### src/rtl/vmx_pkg.sv
// Shared widths, mode encoding, FSM states and the requantise helper for the VMX column sum collector.
package vmx_pkg;
   localparam int SUM_W      = 32;
   localparam int ACC_W      = 40;
   localparam int OUT_W      = 16;
   localparam int FIFO_DEPTH = 8;
   localparam int SHIFT_W    = 5;

   localparam logic MODE_16B   = 1'b0;
   localparam logic MODE_SIMD8 = 1'b1;

   typedef enum logic {IDLE, ACCUM} state_e;

   // Round-half-up right shift, then clamp; MSB of the result flags a clamp.
   function automatic logic [OUT_W:0] requant(input logic [ACC_W-1:0] acc,
                                              input logic [SHIFT_W-1:0] sh);
      logic [ACC_W:0] rnd;
      logic [ACC_W:0] r;
      rnd = (sh == '0) ? '0 : ((ACC_W+1)'(1) << (sh - 1'b1));
      r   = ({1'b0, acc} + rnd) >> sh;
      if (r > (ACC_W+1)'(2**OUT_W - 1)) return {1'b1, {OUT_W{1'b1}}};
      return {1'b0, r[OUT_W-1:0]};
   endfunction
endpackage

### src/rtl/vmx_sum_collector_if.sv
// Beat-in / result-out / flag signals of one collector column.
interface vmx_sum_collector_if;
   import vmx_pkg::*;
   logic               simd_mode;
   logic               s_valid;
   logic               s_ready;
   logic               s_last;
   logic [SUM_W-1:0]   sum_in;
   logic [SHIFT_W-1:0] shift;
   logic [2*OUT_W-1:0] m_tdata;
   logic               m_tuser;
   logic               m_tvalid;
   logic               m_tready;
   logic               clr_flags;
   logic               sat_flag;
   logic               ovf_flag;

   modport slave (input simd_mode, s_valid, s_last, sum_in, shift, m_tready, clr_flags,
                  output s_ready, m_tdata, m_tuser, m_tvalid, sat_flag, ovf_flag);
   modport master (output simd_mode, s_valid, s_last, sum_in, shift, m_tready, clr_flags,
                   input s_ready, m_tdata, m_tuser, m_tvalid, sat_flag, ovf_flag);
endinterface

### src/rtl/vmx_sync_fifo.sv
// First-word fall-through synchronous FIFO with occupancy count.
module vmx_sync_fifo #(
   parameter int WIDTH = 33,
   parameter int DEPTH = 8
) (
   input  logic                     clk,
   input  logic                     rst_n,
   input  logic                     push_i,
   input  logic [WIDTH-1:0]         wdata_i,
   input  logic                     pop_i,
   output logic [WIDTH-1:0]         rdata_o,
   output logic [$clog2(DEPTH):0]   count_o,
   output logic                     empty_o,
   output logic                     full_o
);
   localparam int AW = $clog2(DEPTH);

   logic [WIDTH-1:0] mem_q [DEPTH];
   logic [AW-1:0]    wr_ptr_q, rd_ptr_q;
   logic [AW:0]      cnt_q;
   logic             do_push, do_pop;

   assign empty_o = (cnt_q == '0);
   assign full_o  = (cnt_q == (AW+1)'(DEPTH));
   assign count_o = cnt_q;
   assign rdata_o = mem_q[rd_ptr_q];
   assign do_push = push_i && !full_o;
   assign do_pop  = pop_i && !empty_o;

   always_ff @(posedge clk) begin
      if (do_push) mem_q[wr_ptr_q] <= wdata_i;
   end

   always_ff @(posedge clk or negedge rst_n) begin
      if (!rst_n) begin
         wr_ptr_q <= '0;
         rd_ptr_q <= '0;
         cnt_q    <= '0;
      end else begin
         if (do_push) wr_ptr_q <= wr_ptr_q + 1'b1;
         if (do_pop)  rd_ptr_q <= rd_ptr_q + 1'b1;
         case ({do_push, do_pop})
            2'b10:   cnt_q <= cnt_q + 1'b1;
            2'b01:   cnt_q <= cnt_q - 1'b1;
            default: cnt_q <= cnt_q;
         endcase
      end
   end
endmodule

### src/rtl/vmx_sum_collector.sv
// Column-bottom collector: accumulates K-tile partial sums, requantises and queues results.
module vmx_sum_collector
   import vmx_pkg::*;
#(
   parameter int DEPTH = FIFO_DEPTH
) (
   input logic               clk,
   input logic               rst_n,
   vmx_sum_collector_if.slave bus
);
   localparam int CNT_W = $clog2(DEPTH) + 1;
   localparam int RQ_W  = 2*OUT_W + 1;

   state_e           state_q, state_d;
   logic             mode_q, mode_d, mode_eff;
   logic [ACC_W-1:0] acc0_q, acc0_d, acc1_q, acc1_d;
   logic [ACC_W:0]   sum0, sum1;
   logic [ACC_W-1:0] lane0_in, lane1_in;
   logic [OUT_W:0]   q0, q1;
   logic [RQ_W-1:0]  rq_q, rq_d;
   logic             rq_vld_q;
   logic             sat_q, ovf_q, sat_set, ovf_set;
   logic             first, beat, s_ready;
   logic [CNT_W-1:0] fifo_cnt;
   logic [RQ_W-1:0]  fifo_rdata;
   logic             fifo_empty, fifo_full;

   // Reserve a slot for a result still sitting in the requant register.
   assign s_ready  = ((CNT_W+1)'(fifo_cnt) + (CNT_W+1)'(rq_vld_q)) < (CNT_W+1)'(DEPTH);
   assign beat     = bus.s_valid && s_ready;
   assign first    = (state_q == IDLE);
   assign mode_eff = first ? bus.simd_mode : mode_q;

   always_comb begin
      state_d  = state_q;
      mode_d   = mode_q;
      acc0_d   = acc0_q;
      acc1_d   = acc1_q;
      rq_d     = rq_q;
      sat_set  = 1'b0;
      ovf_set  = 1'b0;
      q0       = '0;
      q1       = '0;
      lane0_in = (mode_eff == MODE_SIMD8) ? ACC_W'(bus.sum_in[15:0]) : ACC_W'(bus.sum_in);
      lane1_in = (mode_eff == MODE_SIMD8) ? ACC_W'(bus.sum_in[31:16]) : '0;
      // First beat of a group starts from zero so nothing carries over between groups.
      sum0     = (first ? '0 : {1'b0, acc0_q}) + {1'b0, lane0_in};
      sum1     = (first ? '0 : {1'b0, acc1_q}) + {1'b0, lane1_in};
      if (beat) begin
         acc0_d  = sum0[ACC_W-1:0];
         acc1_d  = sum1[ACC_W-1:0];
         ovf_set = sum0[ACC_W] | sum1[ACC_W];
         mode_d  = mode_eff;
         state_d = bus.s_last ? IDLE : ACCUM;
         if (bus.s_last) begin
            q0      = requant(sum0[ACC_W-1:0], bus.shift);
            if (mode_eff == MODE_SIMD8) q1 = requant(sum1[ACC_W-1:0], bus.shift);
            rq_d    = {mode_eff, q1[OUT_W-1:0], q0[OUT_W-1:0]};
            sat_set = q0[OUT_W] | q1[OUT_W];
         end
      end
   end

   always_ff @(posedge clk or negedge rst_n) begin
      if (!rst_n) begin
         state_q  <= IDLE;
         mode_q   <= MODE_16B;
         acc0_q   <= '0;
         acc1_q   <= '0;
         rq_q     <= '0;
         rq_vld_q <= 1'b0;
         sat_q    <= 1'b0;
         ovf_q    <= 1'b0;
      end else begin
         state_q  <= state_d;
         mode_q   <= mode_d;
         acc0_q   <= acc0_d;
         acc1_q   <= acc1_d;
         rq_q     <= rq_d;
         rq_vld_q <= beat && bus.s_last;
         sat_q    <= sat_set | (sat_q & ~bus.clr_flags);
         ovf_q    <= ovf_set | (ovf_q & ~bus.clr_flags);
      end
   end

   vmx_sync_fifo #(.WIDTH(RQ_W), .DEPTH(DEPTH)) u_fifo (
      .clk     (clk),
      .rst_n   (rst_n),
      .push_i  (rq_vld_q),
      .wdata_i (rq_q),
      .pop_i   (bus.m_tready),
      .rdata_o (fifo_rdata),
      .count_o (fifo_cnt),
      .empty_o (fifo_empty),
      .full_o  (fifo_full)
   );

   assign bus.s_ready  = s_ready;
   assign bus.m_tvalid = !fifo_empty;
   assign {bus.m_tuser, bus.m_tdata} = fifo_empty ? '0 : fifo_rdata;
   assign bus.sat_flag = sat_q;
   assign bus.ovf_flag = ovf_q;
endmodule

### src/flat_wrapper.sv
// flat-port wrapper written by rule: the top's interface ports become plain ports
module vmx_sum_collector_flat import vmx_pkg::*;
#(
   parameter int DEPTH = FIFO_DEPTH
)
  (clk, rst_n, bus_simd_mode, bus_s_valid, bus_s_last, bus_sum_in, bus_shift, bus_m_tready, bus_clr_flags, bus_s_ready, bus_m_tdata, bus_m_tuser, bus_m_tvalid, bus_sat_flag, bus_ovf_flag);
  vmx_sum_collector_if bus_i ();
  input logic clk;
  input logic rst_n;
  input wire logic [$bits(bus_i.simd_mode)-1:0] bus_simd_mode;
  input wire logic [$bits(bus_i.s_valid)-1:0] bus_s_valid;
  input wire logic [$bits(bus_i.s_last)-1:0] bus_s_last;
  input wire logic [$bits(bus_i.sum_in)-1:0] bus_sum_in;
  input wire logic [$bits(bus_i.shift)-1:0] bus_shift;
  input wire logic [$bits(bus_i.m_tready)-1:0] bus_m_tready;
  input wire logic [$bits(bus_i.clr_flags)-1:0] bus_clr_flags;
  output wire logic [$bits(bus_i.s_ready)-1:0] bus_s_ready;
  output wire logic [$bits(bus_i.m_tdata)-1:0] bus_m_tdata;
  output wire logic [$bits(bus_i.m_tuser)-1:0] bus_m_tuser;
  output wire logic [$bits(bus_i.m_tvalid)-1:0] bus_m_tvalid;
  output wire logic [$bits(bus_i.sat_flag)-1:0] bus_sat_flag;
  output wire logic [$bits(bus_i.ovf_flag)-1:0] bus_ovf_flag;
  assign bus_i.simd_mode = bus_simd_mode;
  assign bus_i.s_valid = bus_s_valid;
  assign bus_i.s_last = bus_s_last;
  assign bus_i.sum_in = bus_sum_in;
  assign bus_i.shift = bus_shift;
  assign bus_i.m_tready = bus_m_tready;
  assign bus_i.clr_flags = bus_clr_flags;
  assign bus_s_ready = bus_i.s_ready;
  assign bus_m_tdata = bus_i.m_tdata;
  assign bus_m_tuser = bus_i.m_tuser;
  assign bus_m_tvalid = bus_i.m_tvalid;
  assign bus_sat_flag = bus_i.sat_flag;
  assign bus_ovf_flag = bus_i.ovf_flag;
  vmx_sum_collector #(.DEPTH(DEPTH)) u_core (.clk(clk), .rst_n(rst_n), .bus(bus_i));
endmodule
### config.mk
export PLATFORM = sky130hd
export DESIGN_NAME = vmx_sum_collector_flat
export DESIGN_NICKNAME = d
export VERILOG_FILES = /design/src/rtl/vmx_pkg.sv /design/src/rtl/vmx_sum_collector_if.sv /design/src/rtl/vmx_sync_fifo.sv /design/src/rtl/vmx_sum_collector.sv /design/src/flat_wrapper.sv
export SDC_FILE = /design/constraint.sdc
export NUM_CORES = 1
export LEC_CHECK = 0
export CAP_MARGIN = 20
export CORE_MARGIN = 2
export CORE_UTILIZATION = 55
export DETAILED_ROUTE_END_ITERATION = 8
export DONT_BUFFER_PORTS = 1
export PLACE_DENSITY = 0.71
export SLEW_MARGIN = 20
export SYNTH_ARGS = -nofsm -noshare
export SYNTH_HDL_FRONTEND = slang
export SYNTH_HIERARCHICAL = 1
export SYNTH_SLANG_ARGS = --single-unit
### constraint.sdc
create_clock -name clk -period 9.8 [get_ports clk]
set_input_delay 1.96 -clock clk [delete_from_list [all_inputs] [get_ports clk]]
set_output_delay 1.96 -clock clk [all_outputs]
set_load 0.02 [all_outputs]
Word level (Yosys, flattened, before mapping). Memories as Yosys holds them, arrays and structs flattened. Cells that the tools add are included.

Bits in registers: 128. Memories kept: 1. Output and inout bits: 37. Bits in writable memories: 264. Word-level logic and storage cells: 78. Input port bits: 44.

Memories: u_core.u_fifo.mem_q (words 8, bits a word 33, rd ports 1, clocked after Yosys merged registers in 0, wr ports 1, RTL line vmx_sync_fifo.sv:18) `logic [WIDTH-1:0] mem_q [DEPTH];`.

Reductions and logical operators: 10. Add/subtract/negate cells: 10. Shift-type cells: 3. Multiplexer cells: 30. Equal/unequal tests: 3. Order comparisons: 3. Bitwise operators: 7.

Operators with widths (number): 17-bit 2-to-1 mux (9); 40-bit by 41-bit adder with 41-bit output (2); 41-bit by 40-bit adder with 41-bit output (2); 41-bit by 16-bit > comparator with 1-bit output, second input constant (2); 41-bit by 5-bit >> shifter with 41-bit output (2); 40-bit 2-to-1 mux (2); 41-bit 2-to-1 mux (1); 1-bit by 5-bit << shifter with 41-bit output, first input constant (1); 33-bit 2-to-1 mux (1); 32-bit 2-to-1 mux (1); 16-bit 2-to-1 mux (1); 1-bit 2-to-1 mux (14); 4-bit case mux with 2 select lines (1); 3-bit by 1-bit adder with 3-bit output, second input constant (2); 4-bit by 1-bit adder with 5-bit output (1); 5-bit zero test (1); 5-bit by 4-bit < comparator with 1-bit output, second input constant (1); 5-bit by 1-bit subtractor with 5-bit output, second input constant (1); 4-bit by 1-bit adder with 4-bit output, second input constant (1); 4-bit equality test, second input constant (1); 1-bit logical AND (4); 4-bit zero test (1); 1-bit bitwise OR (4); 4-bit by 1-bit subtractor with 4-bit output, second input constant (1); 7 further kinds (9).

Logic depth before layout (Yosys ltp). Gate-level depths: netlist (run 1).

Depth after elaboration: 18. Gate-level depth with buffers: 37. Mapped depth without buffers: 30.

Hierarchy. Netlist (run 1), hierarchy kept.

By module, submodules not included: vmx_sum_collector (instances 1, area an instance 18547.8 um^2, cells an instance 2532, sequential area each 2952.8 um^2); vmx_sync_fifo (instances 1, area an instance 10666.5 um^2, cells an instance 449, sequential area each 8177.8 um^2).

Worst setup path after synthesis (run 1). OpenSTA, ideal clock, no wires.

Path kind: input port to flip-flop. Start: in bus_simd_mode. End: reg u_core.rq_q[19]. Data required time: 9.676 ns. Stages: 31. Setup time: 0.124 ns. Data arrival time: 8.268 ns. Slack: 1.408 ns. Cells stage by stage: mux2i_1 -> clkbuf_1 -> nor2b_1 -> ha_1 -> buf_2 -> nand2_1 -> o21ai_1 -> o21ba_2 -> nor3_1 -> or2_2 -> nand4_1 -> nor3b_1 -> xnor2_1 -> ha_1 -> buf_2 -> nand2_1 -> o21ai_0 -> a41o_1 -> nand2_1 -> o31ai_4 -> o21ai_2 -> or4_4 -> o22ai_1 -> nor3_1 -> nor3_1 -> a221oi_1 -> or4_1 -> o211ai_2 -> o21ai_2 -> buf_6 -> a211o_1.

Longest elaborated chain between the ends: 14.

Ends and longest elaborated chain: start: declaration (RTL line flat_wrapper.sv:10) `input wire logic [$bits(bus_i.simd_mode)-1:0] bus_simd_mode;`; 1-bit 2-to-1 mux * (RTL line vmx_sum_collector.sv:32) `assign mode_eff = first ? bus.simd_mode : mode_q;`; 16-bit 2-to-1 mux * (RTL line vmx_sum_collector.sv:45) `lane1_in = (mode_eff == MODE_SIMD8) ? ACC_W'(bus.sum_in[31:16]) : '0;`; 41-bit by 40-bit adder with 41-bit output * (RTL line vmx_sum_collector.sv:48) `sum1 = (first ? '0 : {1'b0, acc1_q}) + {1'b0, lane1_in};`; named net u_core.sum1[27] (RTL line vmx_sum_collector.sv:17) `logic [ACC_W:0] sum0, sum1;`; 40-bit by 41-bit adder with 41-bit output * (RTL line vmx_pkg.sv:20) `r = ({1'b0, acc} + rnd) >> sh;`; 41-bit by 5-bit >> shifter with 41-bit output * (RTL line vmx_pkg.sv:20); 41-bit by 16-bit > comparator with 1-bit output (RTL line vmx_pkg.sv:21) `if (r > (ACC_W+1)'(2**OUT_W - 1)) return {1'b1, {OUT_W{1'b1}}};`; 1-bit 2-to-1 mux (RTL line vmx_pkg.sv:21); 1-bit 2-to-1 mux (RTL line vmx_sum_collector.sv:57) `if (mode_eff == MODE_SIMD8) q1 = requant(sum1[ACC_W-1:0], bus.shift);`; 1-bit 2-to-1 mux (RTL line vmx_sum_collector.sv:55) `if (bus.s_last) begin`; 1-bit 2-to-1 mux (RTL line vmx_sum_collector.sv:49) `if (beat) begin`; 17-bit 2-to-1 mux * (RTL line vmx_pkg.sv:22) `return {1'b0, r[OUT_W-1:0]};`; 17-bit 2-to-1 mux * (RTL line vmx_sum_collector.sv:57); 17-bit 2-to-1 mux * (RTL line vmx_sum_collector.sv:55); 17-bit 2-to-1 mux * (RTL line vmx_sum_collector.sv:49); end signal: assignment (RTL line vmx_sum_collector.sv:79) `rq_q <= rq_d;`; end: declaration (RTL line vmx_sum_collector.sv:20) `logic [RQ_W-1:0] rq_q, rq_d;`.

The timed path passes the listed nets; every way through them passes the cells marked *. The select of a mux whose other input is x is not followed. A chain may end at the register's enable or synchronous reset.

Final worst setup path (run 1).
Start: in bus_sum_in[9]. End: reg u_core.rq_q[10].

Longest elaborated chain between the ends: 11.

Ends and longest elaborated chain: start: declaration (RTL line flat_wrapper.sv:13) `input wire logic [$bits(bus_i.sum_in)-1:0] bus_sum_in;`; 32-bit 2-to-1 mux * (RTL line vmx_sum_collector.sv:44) `lane0_in = (mode_eff == MODE_SIMD8) ? ACC_W'(bus.sum_in[15:0]) : ACC_W'(bus.sum_in);`; 41-bit by 40-bit adder with 41-bit output * (RTL line vmx_sum_collector.sv:47) `sum0 = (first ? '0 : {1'b0, acc0_q}) + {1'b0, lane0_in};`; named net u_core.sum0[28] (RTL line vmx_sum_collector.sv:17); 40-bit by 41-bit adder with 41-bit output * (RTL line vmx_pkg.sv:20); 41-bit by 5-bit >> shifter with 41-bit output * (RTL line vmx_pkg.sv:20); 41-bit by 16-bit > comparator with 1-bit output (RTL line vmx_pkg.sv:21); 1-bit 2-to-1 mux (RTL line vmx_pkg.sv:21); 1-bit 2-to-1 mux (RTL line vmx_sum_collector.sv:55); 1-bit 2-to-1 mux (RTL line vmx_sum_collector.sv:49); 17-bit 2-to-1 mux * (RTL line vmx_pkg.sv:22); 17-bit 2-to-1 mux * (RTL line vmx_sum_collector.sv:55); 17-bit 2-to-1 mux * (RTL line vmx_sum_collector.sv:49).

Marked as above.

==> results of run 1 <==
[flip-flops by register name, indices dropped and copies added (netlist names)]
signal	cells
u_core/acc0_q	40
u_core/acc1_q	40
u_core/bus.ovf_flag	1
u_core/bus.sat_flag	1
u_core/mode_q	1
u_core/rq_q	33
u_core/rq_vld_q	1
u_core/state_q	1
u_core/u_fifo/count_o	4
u_core/u_fifo/mem_q	264
u_core/u_fifo/rd_ptr_q	3
u_core/u_fifo/wr_ptr_q	3
[worst paths after layout]
path,start,to,slack (ns),cells after the start
max reg2reg,u_core/state_q,u_core/rq_q[10],0.98,30
max in group asynchronous,rst_n,u_core/rq_q[20],8.50,0
min in group asynchronous,rst_n,u_core/acc0_q[9],1.06,0
min reg2reg,u_core/acc1_q[15],u_core/acc1_q[15],0.47,2
max,bus_sum_in[9],u_core/rq_q[10],0.72,28
min,u_core/acc1_q[15],u_core/acc1_q[15],0.47,2
[critical path, stage by stage]
cell and delay, ns:
ha_1 0.35, a21oi_1 0.25, o211ai_1 0.17, nor3_1 0.50, a21oi_1 0.23, a21oi_1 0.24, o21ai_0 0.17, a31oi_1 0.26
o21ai_0 0.21, nand3_1 0.13, nand2_1 0.07, xor2_1 0.18, ha_1 0.48, nand4_1 0.19, nor4_1 0.33, a32oi_1 0.12
a211oi_1 0.38, a2111oi_2 0.13, nor3_1 0.47, nand4_1 0.24, xnor2_1 0.23, mux2i_1 0.30, o21ai_0 0.18, nor4bb_1 0.46
o211a_1 0.21, a211oi_2 0.06, nor3_4 0.72, o21ai_0 0.24
[power by group]
group	internal, µW	leakage, µW	total [µW]	switching (µW)
Clock	950	0.000700	1630	675
Combinational	1900	0.00734	4960	3070
Sequential	2190	0.00396	2490	294
Total	5040	0.0120	9080	4040
[per-layer routing]
metal | up-vias | part of all wire
met2 | 857 | 0.46
met4 | 0 | 0.041
met3 | 172 | 0.061
met1 | 11560 | 0.44
met5 | - | 0
li1 | 11000 | -
[cell usage in the layout, fill, tap and decap left out, types with 11 or more instances in the layout]
master     count
a211o_1       15
a211oi_1      51
a21o_1        40
a21oi_1      195
a221o_1       17
a31oi_1       18
and2_1        93
and3_1        25
and4_1        14
buf_4         32
clkbuf_16     42
dfrtp_1      124
edfxtp_1     264
ha_1         117
inv_1         37
mux2_2        41
mux2_4        23
mux2i_1      107
mux4_2        85
nand2_1      429
nand2b_1      11
nand3_1       71
nand4_1       47
nor2_1       205
nor2b_1       58
nor3_1        61
nor3b_1       13
o211ai_1      41
o21a_1        25
o21ai_0      133
o21ai_1       16
o22ai_1       16
or3_1         20
xnor2_1       80
xor2_1        58
[final cells by class]
class                      count  share of cell area
multi-input combinational   2370              0.5541
sequential                   392              0.3590
clock buffer                  57             0.03730
tap                          688             0.02774
clock inverter                21            0.008872
timing repair buffer          32            0.007743
inverter                      42            0.005081
antenna                        2           0.0001613
[through the flow]
stage / power (µW) / instance area, µm² / setup slack, ns / hold WS, ns
2_1_floorplan: 6229 / 29210 / 1.408 / 0.4381
3_3_place_gp: 7296 / 29580 / 0.5037 / 0.4507
3_5_place_dp: 7377 / 29580 / 0.3398 / 0.4558
4_1_cts: 9050 / 31010 / 0.8579 / 0.4707
5_1_grt: 9670 / 31030 / 0.03438 / 0.4828
6_report: 9075 / 31030 / 0.7249 / 0.4660
==> results.sh, run 1 <==
export IMPL_slew_headroom=0.3055
export IMPL_layout_worst_path_cycle_share=0.9260
export IMPL_start_util=0.5559
export IMPL_grt_overflow_total=0
export IMPL_syn_area_per_cell_um2=9.802
export IMPL_cp_required_ns=10.19
export IMPL_ir_drop_mv=0.1954
export IMPL_power_density_mw_per_mm2=292.5
export IMPL_grt_use_met2=0.4928
export IMPL_worstPathArrival_ns=9.46
export IMPL_drive_above_1_share=0.1181
export IMPL_multiInputGateArea_mm2=0.01719
export IMPL_regArea_mm2=0.01114
export IMPL_die_w_um=234.5
export IMPL_nets=3046
export IMPL_grt_max_degree=129
export IMPL_area_growth_synth_to_final_pct=6.220
export IMPL_worstSetupStartpointType="input pin"
export IMPL_routedWlPerCell_um=23.55
export IMPL_grt_busiest_layer="met2"
export IMPL_n_fill_cell=4509
export IMPL_cts_buffers_inserted=42
export IMPL_drt_iter0_drc=2075
export IMPL_detailedPlacementHpwl_um=62630
export IMPL_firstDrtPassIters=7
export IMPL_power_leakage_uw=0.01200
export IMPL_drv_cap=0
export IMPL_yosysWarnings=6
export IMPL_drc_errors=0
export IMPL_port_buffers=0
export IMPL_coreArea_mm2=0.05255
export IMPL_met1_usage=0.4283
export IMPL_hold_buffers=0
export IMPL_die_area_mm2=0.05497
export IMPL_antenna_found_initial=1
export IMPL_tns_ns=0
export IMPL_fin_util=0.5904
export IMPL_ctsHtreeMaxLevel=2
export IMPL_clock_latency_ns=0.59
export IMPL_final_cells=3604
export IMPL_crit_fanout=17
export IMPL_routabilityCongestion=0.9532
export IMPL_netlist_area_mm2=0.02921
export IMPL_slew_violations=0
export IMPL_crit_type="input pin to register"
export IMPL_worstMarginPinSlew_ns=1.032
export IMPL_finalWirelength_um=84890
export IMPL_path_clk_slew_ns=0.06
export IMPL_io_pins=81
export IMPL_via_per_inst=6.546
export IMPL_post_cts_repair_setup_buffers=0
export IMPL_fmax_mhz=110.2
export IMPL_cts_buffer_depth=3
export IMPL_end_kind="register"
export IMPL_grt_pass1_wl_um=131100
export IMPL_ant_nets=0
export IMPL_grt_util_all_layers=0.3076
export IMPL_root_buffer="clkbuf_16"
export IMPL_min_period_ns=9.075
export IMPL_die_y_um=234.5
export IMPL_vias=23590
export IMPL_rsz0062_at_grt="false"
export IMPL_synth_cells=2980
export IMPL_num_rows=84
export IMPL_cts_sinks=392
export IMPL_cts_tree="done"
export IMPL_place_inst=3524
export IMPL_status="finished clean"
export IMPL_finalHoldViolCount=0
export IMPL_use_met3=0.03525
export IMPL_final_setup_skew_ns=0.04120
export IMPL_hp_class="register to register"
export IMPL_grt_pass1_vias=22580
export IMPL_cts_resized=0
export IMPL_setup_viol=0
Power figures use the tool's default switching activity.
==> inputs of run 2 (changes only) <==
--- a/config.mk
+++ b/config.mk
@@ -6,6 +6,7 @@
 export NUM_CORES = 1
 export LEC_CHECK = 0
 export CAP_MARGIN = 20
+export CORE_ASPECT_RATIO = 1.2
 export CORE_MARGIN = 2
 export CORE_UTILIZATION = 55
 export DETAILED_ROUTE_END_ITERATION = 8
==> run 2 against run 1 <==
Effect of this change:
- clock power hardly changed
- clock skew is 0.010 ns lower
- total power about the same
- non-clock buffer count unchanged
- critical path type unchanged
- critical endpoint is now u_core/bus.sat_flag
==> results.sh, run 2 (same netlist as run 1, synthesis figures left out) <==
export IMPL_cts_sinks=392
export IMPL_slowest_delay_ns=0.79
export IMPL_final_common_cell="nand2_1"
export IMPL_fin_util=0.5912
export IMPL_hp_class="register to register"
export IMPL_drt_iter0_drc=2059
export IMPL_crit_type="input pin to register"
export IMPL_clock_latency_ns=0.59
export IMPL_worstMarginPinSlew_ns=1.065
export IMPL_cp_required_ns=10.30
export IMPL_layout_worst_path_cycle_share=0.9417
export IMPL_coreArea_mm2=0.05249
export IMPL_grt_util_all_layers=0.3096
export IMPL_end_kind="register"
export IMPL_rsz0062_at_grt="false"
export IMPL_routabilityCongestion=0.9629
export IMPL_crit_fanout=25
export IMPL_cts_buffers_inserted=42
export IMPL_power_leakage_uw=0.01198
export IMPL_die_area_mm2=0.05498
export IMPL_largest_reg_flops=264
export IMPL_final_cell_mix="nand2_1 (429), edfxtp_1 (264), nor2_1 (206)"
export IMPL_nets=3046
export IMPL_die_y_um=256.5
export IMPL_io_pins=81
export IMPL_finalHoldViolCount=0
export IMPL_fmax_mhz=108.4
export IMPL_ant_nets=0
export IMPL_via_per_inst=6.547
export IMPL_port_buffers=0
export IMPL_ctsHtreeMaxLevel=2
export IMPL_routedWlPerCell_um=23.78
export IMPL_reg_top3="u_core/u_fifo/mem_q: 264 flops, u_core/acc0_q: 40 flops, u_core/acc1_q: 40 flops"
export IMPL_final_setup_skew_ns=0.03105
export IMPL_firstDrtPassIters=5
export IMPL_root_buffer="clkbuf_16"
export IMPL_drc_errors=0
export IMPL_path_clk_slew_ns=0.06
export IMPL_post_cts_repair_setup_buffers=0
export IMPL_tns_ns=0
export IMPL_area_growth_synth_to_final_pct=6.241
export IMPL_start_util=0.5565
export IMPL_slew_headroom=0.2875
export IMPL_slew_violations=0
export IMPL_status="finished clean"
export IMPL_num_rows=92
export IMPL_antenna_found_initial=1
export IMPL_finalWirelength_um=86170
export IMPL_cts_tree="done"
export IMPL_grt_pass1_vias=23350
export IMPL_die_w_um=214.4
export IMPL_hold_buffers=0
export IMPL_ir_drop_mv=0.2628
export IMPL_grt_pass1_wl_um=133400
export IMPL_drv_cap=0
export IMPL_grt_max_degree=129
export IMPL_vias=23730
export IMPL_worstPathArrival_ns=9.73
export IMPL_crit_slowest_cell="nor4_1"
export IMPL_cts_buffer_depth=3
export IMPL_worstSetupStartpointType="input pin"
export IMPL_setup_viol=0
export IMPL_cts_resized=0
export IMPL_power_density_mw_per_mm2=292.4
export IMPL_drive_above_1_share=0.1170
export IMPL_min_period_ns=9.229
export IMPL_top_register="u_core/u_fifo/mem_q"
export IMPL_detailedPlacementHpwl_um=62670
export IMPL_grt_overflow_total=0
## run 2: final timing paths
path / start / endpoint / slack, ns / cells past startpoint
max in group asynchronous: rst_n / u_core/rq_q[18] / 8.49 / 0
worst min register to register: u_core/acc1_q[12] / u_core/acc1_q[12] / 0.47 / 2
worst max register to register: u_core/state_q / u_core/rq_q[11] / 1.07 / 28
worst max-delay path: bus_simd_mode / u_core/bus.sat_flag / 0.57 / 29
min in group asynchronous: rst_n / u_core/acc0_q[9] / 1.08 / 0
worst min-delay path: u_core/acc1_q[12] / u_core/acc1_q[12] / 0.47 / 2
## run 2: per-stage QoR
stage          instances  power [µW]  area, µm²  hold slack, ns  setup slack, ns
3_5_place_dp        3541        7386      29600          0.4577           0.2059
3_3_place_gp        3541        7282      29600          0.4505           0.2855
4_1_cts             3619        9056      31020          0.4710           0.7661
5_1_grt             3621        9645      31030          0.4948          0.09434
2_1_floorplan       2981        6229      29210          0.4381            1.408
6_report            3624        9075      31030          0.4676           0.5713
## run 2: report_power, final
part | internal, µW | switching [µW]
clock network | 947 | 668
registers | 2190 | 315
logic | 1890 | 3060
total | 5030 | 4050
## run 2: worst max-delay path, delay by kind of cell
family | cells | cell delay, ns
fa+ha+maj | 2 | 0.92
xor+xnor | 1 | 0.14
simple gates | 13 | 2.95
compound gates | 10 | 2.79
buf+inv | 1 | 0.38
mux | 2 | 0.59
## run 2: cell type report
| class | count | area, µm² |
|---|---|---|
| diodes | 5 | 12.51 |
| clock buffers | 55 | 1161 |
| clock inverters | 23 | 251.5 |
| fillers | 4391 | 21460 |
| inverters | 42 | 157.7 |
| multi-input cells | 2370 | 17190 |
| flip-flops and latches | 392 | 11140 |
| well taps | 705 | 882.1 |
| repair buffers | 32 | 240.2 |
## run 2: per-layer routing
layer | vias to the layer above | GRT usage | routed length [µm]
met5 | - | 0 | 0
met4 | 0 | 0.1885 | 5918
met1 | 11560 | 0.3796 | 34150
met2 | 883 | 0.5200 | 41070
li1 | 11030 | - | -
met3 | 248 | 0.04318 | 5031
